<file path="src/rtl/input_debouncer_pkg.sv">
// Shared definitions for the two-channel input debouncer.
package input_debouncer_pkg;

  // Per-channel FSM encoding.
  typedef enum logic {
    ST_STABLE = 1'b0,
    ST_COUNT  = 1'b1
  } state_t;

  localparam int DEF_SYNC_STAGES   = 2;
  localparam int DEF_STABLE_CYCLES = 4;

endpackage

</file>
<file path="src/rtl/input_debouncer_channel.sv">
// One debounce channel: synchronizer chain, stability FSM, counter and edge strobes.
//
// state     | meaning
// ----------+-----------------------------------------------------------
// ST_STABLE | synchronized input agrees with q, counter held at 0
// ST_COUNT  | synchronized input disagrees with q, counting agreement run
module input_debouncer_channel
  import input_debouncer_pkg::*;
#(
  parameter int SYNC_STAGES   = DEF_SYNC_STAGES,
  parameter int STABLE_CYCLES = DEF_STABLE_CYCLES
) (
  input  logic clk,
  input  logic rst,
  input  logic raw,
  output logic q,
  output logic rise,
  output logic fall
);

  localparam int              CW       = $clog2(STABLE_CYCLES + 1);
  localparam logic [CW-1:0]   CNT_LAST = CW'(STABLE_CYCLES - 1);

  logic [SYNC_STAGES-1:0] sync_q;
  logic                   s;
  state_t                 state;
  logic [CW-1:0]          cnt;

  assign s = sync_q[SYNC_STAGES-1];

  // Shift the asynchronous input through the synchronizer chain.
  always_ff @(posedge clk) begin
    if (rst) sync_q <= '0;
    else     sync_q <= {sync_q[SYNC_STAGES-2:0], raw};
  end

  // Stability FSM; q toggles only after STABLE_CYCLES disagreeing samples in a row.
  always_ff @(posedge clk) begin
    if (rst) begin
      state <= ST_STABLE;
      cnt   <= '0;
      q     <= 1'b0;
      rise  <= 1'b0;
      fall  <= 1'b0;
    end else begin
      rise <= 1'b0;
      fall <= 1'b0;
      case (state)
        ST_STABLE: begin
          if (s != q) begin
            if (STABLE_CYCLES == 1) begin
              q    <= s;
              rise <= s;
              fall <= ~s;
              cnt  <= '0;
            end else begin
              state <= ST_COUNT;
              cnt   <= CW'(1);
            end
          end else begin
            cnt <= '0;
          end
        end
        ST_COUNT: begin
          if (s == q) begin
            state <= ST_STABLE;
            cnt   <= '0;
          end else if (cnt == CNT_LAST) begin
            q     <= s;
            rise  <= s;
            fall  <= ~s;
            cnt   <= '0;
            state <= ST_STABLE;
          end else begin
            cnt <= cnt + 1'b1;
          end
        end
        default: begin
          state <= ST_STABLE;
          cnt   <= '0;
        end
      endcase
    end
  end

endmodule

</file>
<file path="src/rtl/input_debouncer.sv">
// Two independent debounce channels (A and B) sharing one clock and reset.
module input_debouncer
  import input_debouncer_pkg::*;
#(
  parameter int SYNC_STAGES   = DEF_SYNC_STAGES,
  parameter int STABLE_CYCLES = DEF_STABLE_CYCLES
) (
  input  logic clk,
  input  logic rst,
  input  logic a_raw,
  input  logic b_raw,
  output logic a,
  output logic b,
  output logic a_rise,
  output logic a_fall,
  output logic b_rise,
  output logic b_fall
);

  input_debouncer_channel #(
    .SYNC_STAGES  (SYNC_STAGES),
    .STABLE_CYCLES(STABLE_CYCLES)
  ) u_chan_a (
    .clk (clk),
    .rst (rst),
    .raw (a_raw),
    .q   (a),
    .rise(a_rise),
    .fall(a_fall)
  );

  input_debouncer_channel #(
    .SYNC_STAGES  (SYNC_STAGES),
    .STABLE_CYCLES(STABLE_CYCLES)
  ) u_chan_b (
    .clk (clk),
    .rst (rst),
    .raw (b_raw),
    .q   (b),
    .rise(b_rise),
    .fall(b_fall)
  );

endmodule

</file>
<file path="config.mk">
export PLATFORM = sky130hd
export DESIGN_NAME = input_debouncer
export DESIGN_NICKNAME = d
export VERILOG_FILES = /design/src/rtl/input_debouncer_pkg.sv /design/src/rtl/input_debouncer_channel.sv /design/src/rtl/input_debouncer.sv
export SDC_FILE = /design/constraint.sdc
export NUM_CORES = 1
export LEC_CHECK = 0
export ABC_CLOCK_PERIOD_IN_PS = 1400
export CORE_MARGIN = 2
export CORE_UTILIZATION = 49
export DETAILED_ROUTE_END_ITERATION = 8
export HOLD_SLACK_MARGIN = 0.06
export PLACE_DENSITY_LB_ADDON = 0.2
export SLEW_MARGIN = 30
export SYNTH_ARGS = -nofsm -noshare
export SYNTH_HDL_FRONTEND = slang
export SYNTH_HIERARCHICAL = 1
export SYNTH_SLANG_ARGS = --single-unit
</file>
<file path="constraint.sdc">
create_clock -name clk -period 1.4 [get_ports clk]
set_input_delay 0.28 -clock clk [delete_from_list [all_inputs] [get_ports clk]]
set_output_delay 0.28 -clock clk [all_outputs]
set_load 0.03 [all_outputs]
</file>
==> metrics.csv <==
metric,value,unit
Worst EP required,1.12,ns
Synth area leader,dfxtp_1,
all-layer global routing usage,13.0,%
Synth Register Bits,18,
CP startpoint,u_chan_a/q,
Rel. slew slack,75.6,%
maximum vdd drop,0.710,mV
nets@finish,80,
"Arr. time, crit path",1.02,ns
ANT cells,0,
Mapped Avg Cell Area,11.5,sq um
Clock Tree Root,clkbuf_4,
"Remaining Overflow, GRT",0,
number of routed nets with antenna violations,0,
P_leak,0.320,nW
gpl congestion,0.702,
syn nets,64,
# hold bufs at CTS,0,
Post-route DRC,0,
post-cts sizing count,6,
Clk pwr share,35.3,%
Sequential Area,360,sq um
RSZ-0062 raised after global routing,false,
"Setup Fix Bufs, Post-CTS",0,
Synth top area share,55.8,%
min-delay worst type,flip-flop to flip-flop,
Routed WL,861,um
Pwr Total,0.862,mW
TritonCTS clock tree,built,
Placed Area,777,sq um
dpl cells,82,
reg2reg start,u_chan_b/cnt[0],
Worst-Skew Late Latency,0.28,ns
setup TNS,0,ns
"critical path fanouts, max",2,
Area contributors post-synth,"dfxtp_1 56%, ha_1 7.8%, nor4b_1 5.4%",
pre-CTS WS,0.106,ns
synth warn,6,
switching pwr,0.166,mW
effective utilization at floorplan,50.9,%
initial drt markers,1,
Slew Limit Fails,0,
Worst-Margin Slew,0.363,ns
Syn Inst Count,56,
multi-input combinational cell area,270,sq um
Max stage delay on crit path,0.40,ns
Final Hold Viols,0,
area of the die,0.00162,sq mm
FP Rows,13,
slowest CP cell,dlygate4sd2_1,
Int Power,0.697,mW
Cell Pwr Density,1070,mW/mm^2
CP Class,flip-flop to output port,
crit path launch type,flip-flop,
layout cells sized above 1,16.9,%
fill count,105,
Net Sw Frac,19.2,%
Worst-path clk slew,0.09,ns
most frequent cells in the layout,"18 x dfxtp_1, 6 x dlygate4sd2_1",
Fmax,0.771,GHz
min Tclk post-route,1.30,ns
clock buffer depth,2,
status,completed,
# setup viols final,0,
hold path startpoint,u_chan_a/sync_q[0],
period utilization,92.7,%
die height,40.3,um
Logic pwr share,3.7,%
worst path bufs/invs,1,
crit end category,output port,
Port Buffers,9,
fin cells,86,
clk sinks,18,
"CP delay by family, top",buffers and inverters,
Top Ports,10,
Final HPWL DP,654,um
"most common cell after layout, fill and taps aside",dfxtp_1,
initial antenna violation count,0,
Via-to-Cell Ratio,5.09,
htree depth,1,
Clock Skew,0.00563,ns
Mapped Area,646,sq um
first-pass GRT wire length,1380,um
DRT Pass-1 Iters,2,
TritonCTS Buffers,3,
sequential fraction of design power,61.0,%
PnR worst setup slack,0.103,ns
worst-path cell chain,dlygate4sd2_1,
Routed wire per std cell,10.0,um
Placeable Area,0.00127,sq mm
layout overhead on the synthesized area,24.8,%
post-synth cell types,17,
Finished Cell Area,806,sq um
number of global-route vias before repair,366,
via count,438,
Die Wd,40.3,um
Max Cap Viol,0,
post-synthesis sequential area ratio,55.8,%
largest net degree at the start of global routing,11,
[worst paths after layout]
check	slack, ns	depth (start not counted)	to
worst min-delay path	0.45	1	u_chan_a/sync_q[1]
worst max register to register	0.18	4	u_chan_b/cnt[1]
worst max-delay path	0.10	1	a
worst min register to register	0.45	1	u_chan_a/sync_q[1]
[kinds of logic after synthesis]
| group | count (synthesis) | synth area share, % |
|---|---|---|
| AND/OR/NAND/NOR | 22 | 24.4 |
| flip-flops | 18 | 55.8 |
| AO/OA/AOI/OAI | 6 | 6.98 |
| buffers and inverters | 4 | 2.33 |
| adder cells (fa/ha/maj) | 4 | 7.75 |
| XOR/XNOR | 2 | 2.71 |
[cells in the mapped netlist]
master	instances
a21oi_1	2
nor4_1	2
clkbuf_1	2
ha_1	4
xnor2_1	2
a21bo_2	2
nand3_1	2
nor4b_1	4
nor3_1	2
nand2b_1	2
nor4b_2	2
nand2_1	2
inv_1	2
nor2b_1	4
dfxtp_1	18
o21a_1	2
nor3b_1	2
[state kept, by name, summed over array words and instances, names as in the netlist]
| register | cells |
|---|---|
| u_chan_b/q | 1 |
| u_chan_b/state | 1 |
| u_chan_a/state | 1 |
| u_chan_a/q | 1 |
| u_chan_b/fall | 1 |
| u_chan_a/sync_q | 2 |
| u_chan_a/cnt | 3 |
| u_chan_b/sync_q | 2 |
| u_chan_a/rise | 1 |
| u_chan_b/cnt | 3 |
| u_chan_b/rise | 1 |
| u_chan_a/fall | 1 |
[power by group through the flow]
stage / clock [mW] / sequential (mW) / combinational (mW)
finish: 0.304 / 0.526 / 0.0320
global route: 0.337 / 0.527 / 0.0361
CTS: 0.316 / 0.526 / 0.0326
detailed placement: 0 / 0.538 / 0.0326
global placement: 0 / 0.538 / 0.0320
floorplan: 0 / 0.537 / 0.0186
[layer usage]
metal	global-route usage, %	share of wire (%)
met2	19.4	46
met3	3.33	2.3
met5	0	0
met1	17.1	51
met4	7.50	0
[final cells by class]
type	count	share of cell area [%]
Inverter	2	0.932
Tap cell	15	2.33
Clock buffer	4	4.50
Multi-Input combinational cell	34	33.5
Timing Repair Buffer	13	14.0
Sequential cell	18	44.7
[through the flow]
stage,util (%),hold slack (ns)
floorplan,-,0.408
global placement,61.2,0.424
detailed placement,61.2,0.434
CTS,63.5,0.455
global route,63.5,0.460
finish,63.5,0.453
Note: power is estimated with default switching activity, not from simulation.
